### src/rtl/gate_sweep_ctrl_pkg.sv
// Shared types and constants for the logic-gate truth-table sweep controller.
package gate_sweep_ctrl_pkg;

  localparam int unsigned TT_WIDTH  = 8;
  localparam int unsigned IDX_WIDTH = 3;
  localparam int unsigned CNT_WIDTH = 4;

  // Default expected table: F=1 at minterms 2, 4 and 6.
  localparam logic [TT_WIDTH-1:0] DEFAULT_EXPECT = 8'h54;

  typedef enum logic [1:0] {
    ST_IDLE   = 2'd0,
    ST_DRIVE  = 2'd1,
    ST_SAMPLE = 2'd2,
    ST_DONE   = 2'd3
  } state_t;

endpackage

### src/rtl/gate_sweep_ctrl_mismatch.sv
// Compares a captured truth table against the expected mask and reports the
// lowest mismatching index.
module gate_sweep_mismatch
  import gate_sweep_ctrl_pkg::*;
(
  input  logic [TT_WIDTH-1:0]  tt_in,
  input  logic [TT_WIDTH-1:0]  exp_mask,
  output logic                 pass_c,
  output logic [IDX_WIDTH-1:0] err_idx_c
);

  logic [TT_WIDTH-1:0] diff;

  // Priority encoder over the difference vector, lowest bit wins.
  always_comb begin
    diff      = tt_in ^ exp_mask;
    pass_c    = (diff == '0);
    err_idx_c = '0;
    for (int i = int'(TT_WIDTH) - 1; i >= 0; i--) begin
      if (diff[i]) err_idx_c = IDX_WIDTH'(i);
    end
  end

endmodule

### src/rtl/gate_sweep_ctrl.sv
// Sweeps A/B/C through all eight input combinations of an external gate,
// captures F for each, and checks the result against an expected table.
module gate_sweep_ctrl
  import gate_sweep_ctrl_pkg::*;
#(
  parameter int unsigned         SETTLE_CYCLES = 1,
  parameter logic [TT_WIDTH-1:0] EXPECT        = DEFAULT_EXPECT
) (
  input  logic                 clk,
  input  logic                 rst_n,
  input  logic                 start,
  input  logic                 abort,
  input  logic                 f_in,
  output logic                 a_out,
  output logic                 b_out,
  output logic                 c_out,
  output logic                 busy,
  output logic                 done,
  output logic [TT_WIDTH-1:0]  table_out,
  output logic                 pass,
  output logic [IDX_WIDTH-1:0] err_idx
);

  localparam logic [CNT_WIDTH-1:0] SETTLE_LAST = CNT_WIDTH'(SETTLE_CYCLES - 1);
  localparam logic [IDX_WIDTH-1:0] IDX_LAST    = '1;

  state_t               state;
  logic [IDX_WIDTH-1:0] idx;
  logic [CNT_WIDTH-1:0] settle_cnt;
  logic [2:0]           drive;
  logic [TT_WIDTH-1:0]  tt_next;
  logic                 mm_pass;
  logic [IDX_WIDTH-1:0] mm_err;

  assign a_out = drive[2];
  assign b_out = drive[1];
  assign c_out = drive[0];

  // Table as it will look once the current sample is written.
  always_comb begin
    tt_next      = table_out;
    tt_next[idx] = f_in;
  end

  // Verdict is evaluated on the completed table so it lines up with done.
  gate_sweep_mismatch u_mismatch (
    .tt_in     (tt_next),
    .exp_mask  (EXPECT),
    .pass_c    (mm_pass),
    .err_idx_c (mm_err)
  );

  // Sweep FSM with registered outputs.
  always_ff @(posedge clk or negedge rst_n) begin
    if (!rst_n) begin
      state      <= ST_IDLE;
      idx        <= '0;
      settle_cnt <= '0;
      drive      <= '0;
      busy       <= 1'b0;
      done       <= 1'b0;
      table_out  <= '0;
      pass       <= 1'b0;
      err_idx    <= '0;
    end else begin
      done <= 1'b0;
      case (state)
        ST_IDLE: begin
          if (start) begin
            table_out  <= '0;
            pass       <= 1'b0;
            err_idx    <= '0;
            idx        <= '0;
            settle_cnt <= '0;
            drive      <= '0;
            busy       <= 1'b1;
            state      <= ST_DRIVE;
          end
        end
        ST_DRIVE, ST_SAMPLE: begin
          if (abort) begin
            state      <= ST_IDLE;
            idx        <= '0;
            settle_cnt <= '0;
            drive      <= '0;
            busy       <= 1'b0;
            table_out  <= '0;
            pass       <= 1'b0;
            err_idx    <= '0;
          end else if (state == ST_DRIVE) begin
            if (settle_cnt == SETTLE_LAST) begin
              settle_cnt <= '0;
              state      <= ST_SAMPLE;
            end else begin
              settle_cnt <= settle_cnt + 1'b1;
            end
          end else begin
            table_out <= tt_next;
            if (idx == IDX_LAST) begin
              state   <= ST_DONE;
              drive   <= '0;
              busy    <= 1'b0;
              done    <= 1'b1;
              pass    <= mm_pass;
              err_idx <= mm_err;
            end else begin
              idx   <= idx + 1'b1;
              drive <= idx + 1'b1;
              state <= ST_DRIVE;
            end
          end
        end
        ST_DONE: begin
          state <= ST_IDLE;
        end
        default: begin
          state <= ST_IDLE;
        end
      endcase
    end
  end

endmodule

### config.mk
export PLATFORM = sky130hd
export DESIGN_NAME = gate_sweep_ctrl
export DESIGN_NICKNAME = d
export VERILOG_FILES = /design/src/rtl/gate_sweep_ctrl_pkg.sv /design/src/rtl/gate_sweep_ctrl_mismatch.sv /design/src/rtl/gate_sweep_ctrl.sv
export SDC_FILE = /design/constraint.sdc
export NUM_CORES = 1
export LEC_CHECK = 0
export BUFFER_PORTS_ARGS = -buffer_cell sky130_fd_sc_hd__buf_2
export CORE_UTILIZATION = 60
export DETAILED_ROUTE_END_ITERATION = 10
export PLACE_DENSITY = 0.85
export REMOVE_ABC_BUFFERS = 1
export SLEW_MARGIN = 20
export SYNTH_ARGS = -nofsm -noshare
export SYNTH_HDL_FRONTEND = slang
export SYNTH_SLANG_ARGS = --single-unit
### constraint.sdc
create_clock -name clk -period 3.2 [get_ports clk]
set_clock_uncertainty 0.15 [all_clocks]
set_input_delay 0.48 -clock clk [delete_from_list [all_inputs] [get_ports clk]]
set_output_delay 0.48 -clock clk [all_outputs]
set_load 0.01 [all_outputs]
==> Yosys cells after proc, flatten, opt, wreduce, memory -nomap -nowiden <==
Index checks and enable logic that the tools add are counted.
W data, S select, Z words.
{ "classes": {"reduce_logical": 11, "n_bitwise": 1, "eq_ne": 10, "order_cmp": 2, "add_sub_neg": 2, "n_mux": 53} }
{ "ops": {"columns": ["cell", "count"], "rows": [
  ["$mux W3", 18],
  ["$mux W8", 3],
  ["$pmux W3 S2", 3],
  ["$mux W4", 4],
  ["$pmux W8 S2", 1],
  ["$mux W1", 13],
  ["$ne A3 B3 Y1 const B", 4],
  ["$mux W2", 5],
  ["$bwmux W8", 1],
  ["$logic_not A8 Y1", 1],
  ["$pmux W4 S2", 1],
  ["$reduce_and A4 Y1", 2],
  ["$pmux W2 S3", 1],
  ["$reduce_and A3 Y1", 2],
  ["$add A4 B1 Y4 const B", 1],
  ["$eq A2 B2 Y1 const B", 2],
  ["$logic_not A4 Y1", 1],
  ["$lt A3 B4 Y1 const B", 1],
  ["$ne A4 B4 Y1 const B", 1],
  ["$pmux W1 S2", 2],
  ["$add A3 B1 Y3 const B", 1],
  ["$demux W1 S3", 1],
  ["$eq A3 B3 Y1 const B", 1],
  ["$ge A3 B1 Y1 const B", 1],
  ["other kinds (8)", 8]
]} }
{ "totals": {"regBits": 26, "output_inout_bits": 17, "inputBits": 5} }

==> Depth between registers and ports, before layout <==
{ "logic_depth": {"depth_word": 17, "depth_mapped": 8, "ltp_nobuf": 7} }

==> Modules after synthesis <==
A second synthesis with hierarchy kept.
{ "unflattened": {"hier_cells": 147, "hier_area_um2": 1617.8} }
{ "by_module_without_submodules": {"columns": ["mod", "cells_per_inst", "area_each_um2", "n_inst"], "rows": [
  ["gate_sweep_ctrl", 125, 1436.4, 1],
  ["gate_sweep_mismatch", 22, 181.4, 1]
]} }

==> Worst setup path after synthesis <==
OpenSTA, ideal clock, no wires.
{ "synth_path": {"path_type": "register to register", "from": "register state[0]", "to": "register err_idx[2]", "t_arrival_ns": 1.575, "setup_time_ns": 0.121, "slack_ns": 1.354, "t_required_ns": 2.929, "stages_incl_launch_ff": 7, "path_buffers": 0, "path_cell_list": "dfrtp_1 inv_1 ha_1 nor2b_1 a21o_2 o21bai_1 a22o_1"} }
{ "synth_via": {"elab_chain_cells": 4, "elab_cells_between_ends": 10} }
{ "synth_lines": {"columns": ["item", "line_no", "text"], "rows": [
  ["start, declared", "gate_sweep_ctrl.sv:27", "state_t state;"],
  ["start signal, assigned", "gate_sweep_ctrl.sv:56", "state <= ST_IDLE;"],
  ["start signal, assigned", "gate_sweep_ctrl.sv:77", "state <= ST_DRIVE;"],
  ["start signal, assigned", "gate_sweep_ctrl.sv:82", "state <= ST_IDLE;"],
  ["$eq A2 B1 Y1 or $eq A2 B2 Y1 (tied branches)", "gate_sweep_ctrl.sv:67, gate_sweep_ctrl.sv:90", null],
  ["$reduce_or A2 Y1", "gate_sweep_ctrl.sv:67", "case (state)"],
  ["$ne A3 B3 Y1 (no line) or $reduce_bool A2 Y1 (tied branches)", null, null],
  ["$reduce_and A4 Y1 (no line)", null, null],
  ["end signal, assigned", "gate_sweep_ctrl.sv:105", "err_idx <= mm_err;"],
  ["end, declared", "gate_sweep_ctrl.sv:21", "output logic [IDX_WIDTH-1:0] err_idx"]
]} }
Several ways; a longest one is shown, not always the timed one.
A chain may end at the register's enable or synchronous reset.

==> Final worst setup path <==
Same ends and word-level chain as after synthesis.

==> impl_metrics.toml <==
[critical_path]
critPathMaxFanout = 15
path_cells = "inv_1 > ha_1 > nor2b_1 > a21o_2 > o21bai_1 > a22o_1"
cp.required_ns = 3.33
crit_slowest_cell = "dfrtp_1"
critPathLaunch = "state[0]$_DFFE_PN0P_"
critical_path_class = "register to register"
worstSetupEndpoint = "err_idx[2]$_DFFE_PN0P_"
crit_family = "compound AO/OA/AOI/OAI gates"
reg2reg_depth = 6
cp_num_cells = 6
regToRegEndpoint = "err_idx[2]$_DFFE_PN0P_"
r2r_setup_slack_ns = 1.04
end_kind = "register"
max_stage_delay_ns = 0.40
start_kind = "register"
worstPathArrival_ns = 2.29
worstReg2RegStart = "state[0]$_DFFE_PN0P_"
worst-path-buf-inv = 1

[cts]
clock-sinks = 26
htree_num_levels = 1
cts_buffers = 3
clkSlewWorstSetupHoldPaths_ns = 0.14
cts_resized = 0
clock_latency_ns = 0.33
cts_buffer_depth = 2
postCtsSetupRepairBufs = 0
ctsHoldBuffers = 1
cts_tree = "built"
root_buffer = "clkbuf_4"

[detailed_routing]
drt_first_iter_violations = 25
drc = 0
avgViaCountPerCell = 6.134
drtAntennaViolNets = 0
wire_per_inst_um = 15.12
drt_wl_total_um = 3280
drtPass1Iterations = 4
vias = 1331

[yosys]
ys_async_sr_fraction = 1.000
ys_types = 47
ys.warnings.count = 0
syn_area_per_cell_um2 = 9.318
ys_ff_latch = 26
synth_edf_count = 0
synthCells = 170
syn-cell-area_um2 = 1584
synth_flop_cell = "dfrtp_1"
yosysSeqAreaShare = 0.4107

[floorplan]
fp.dieH_um = 53.38
core_area_um2 = 2477
io_pins = 22
die_w_um = 53.38
initial_utilization = 0.6394
die_area_um2 = 2849
row_count = 18

[placement]
gp_congestion = 0.7943
dp_slack_ns = 1.099
place_area_um2 = 1664
numPortBuffers = 21
dp_hpwl_um = 2338

[cells_and_area]
antenna_cells = 0
layout.nets = 200
area_delta_synth_final_pct = 7.978
final_cell_area_um2 = 1710
layout-drive-gt1-share = 0.2032
layout_commonest_cell = "dfrtp_1"
final_cell_mix = "dfrtp_1 (26), buf_2 (21), nand2_1 (14), nor2_1 (13), o21ai_1 (11)"

[flow_run]
max_cap_viol_count = 0

[sta]
rsz0062_at_grt = "false"
worstMarginPinSlew_ns = 0.6614
clock.fmax_mhz = 463.3
setup_ws_ns = 1.041
setup_violations = 0
relSlewSlack = 0.5591
whs_ns = 0.3399
hold_violations = 0
period_needed_ns = 2.159
fin_crit_sh = 0.6746
timing.setup.tns_ns = 0
maxSlewViolCount = 0

[power]
powerDensity_nw_per_um2 = 705.0
vdd_drop_max_uv = 706.6
leakage_nw = 0.8265

[global_routing]
grt_max_degree = 27
grt_usage = 0.2714
antenna_found_initial = 0
grt_pass1_vias = 1228
overflow = 0
grt_pass1_wl_um = 5561

[worst_hold_path]
hp-class = "primary input to register"
hold_path_depth = 4

[outcome]
status = "complete, no violations"
[report_power, final]
part | total [mW] | switching, mW | leakage, nW | internal (mW)
Sequential | 0.446 | 0.0705 | 0.356 | 0.376
Combinational | 0.586 | 0.368 | 0.449 | 0.218
Clock | 0.173 | 0.104 | 0.0210 | 0.0698
[metrics by stage]
step,power [mW],util,cells
floorplan,0.8810,-,161
global placement,1.004,0.6717,212
detailed placement,1.025,0.6717,212
CTS,1.199,0.6904,217
global route,1.297,0.6904,217
finish,1.206,0.6904,217
[worst min path at each step]
stage | start | endpoint
floorplan | rst_n | busy$_DFFE_PN0P_
global placement | drive[1]$_DFFE_PN0P_ | drive[1]$_DFFE_PN0P_
detailed placement | drive[0]$_DFFE_PN0P_ | drive[0]$_DFFE_PN0P_
CTS | abort | settle_cnt[1]$_DFFE_PN0P_
global route | abort | settle_cnt[1]$_DFFE_PN0P_
finish | abort | settle_cnt[1]$_DFFE_PN0P_
[registers in the layout, indices dropped and copies added, names as in the netlist]
register,flops
busy,1
done,1
drive,3
err_idx,3
idx,3
pass,1
settle_cnt,4
state,2
table_out,8
[area by class of cell]
cell class | count | area, µm²
Clock buffer | 4 | 36.28
Fill cell | 195 | 767.0
Inverter | 5 | 18.77
Multi-Input combinational cell | 130 | 852.1
Sequential cell | 26 | 650.6
Tap cell | 30 | 37.54
Timing Repair Buffer | 22 | 115.1
[kinds of logic (layout without fill, tap and decap cells)]
group,count (synthesis),after routing,share of synthesized area
and+or+nand+nor,62,62,0.2220
AOI/OAI and AO/OA,54,54,0.2156
buffers and inverters,14,31,0.05134
DFF,26,26,0.4107
adders and majority gates,7,7,0.05529
muxes,7,7,0.04502
[synthesized netlist by cell type, types with 3 or more instances]
cell type | n | area (µm²)
dfrtp_1 | 26 | 650.6
nand2_1 | 14 | 52.55
nor2_1 | 13 | 48.80
o21ai_1 | 11 | 55.05
nand3_1 | 10 | 50.05
o21ai_0 | 10 | 50.05
a21oi_1 | 9 | 45.04
ha_1 | 7 | 87.58
mux2i_1 | 6 | 60.06
inv_1 | 5 | 18.77
a21o_1 | 4 | 30.03
buf_2 | 4 | 20.02
nand2b_1 | 4 | 25.02
o22ai_1 | 4 | 25.02
buf_6 | 3 | 33.78
nor3b_1 | 3 | 22.52
[routing by layer]
layer / vias up / global-route usage / wire, µm
met5: - / 0 / 0
met1: 636 / 0.3716 / 1522
met3: 4 / 0.03736 / 130
met4: 0 / 0.07456 / 30
li1: 651 / - / -
met2: 40 / 0.4438 / 1596
[worst min-delay path: stages]
cell	delay (ns)
buf_2	0.08
nor2b_1	0.07
nand3_1	0.09
o22ai_1	0.07
Power figures use the tool's default switching activity.
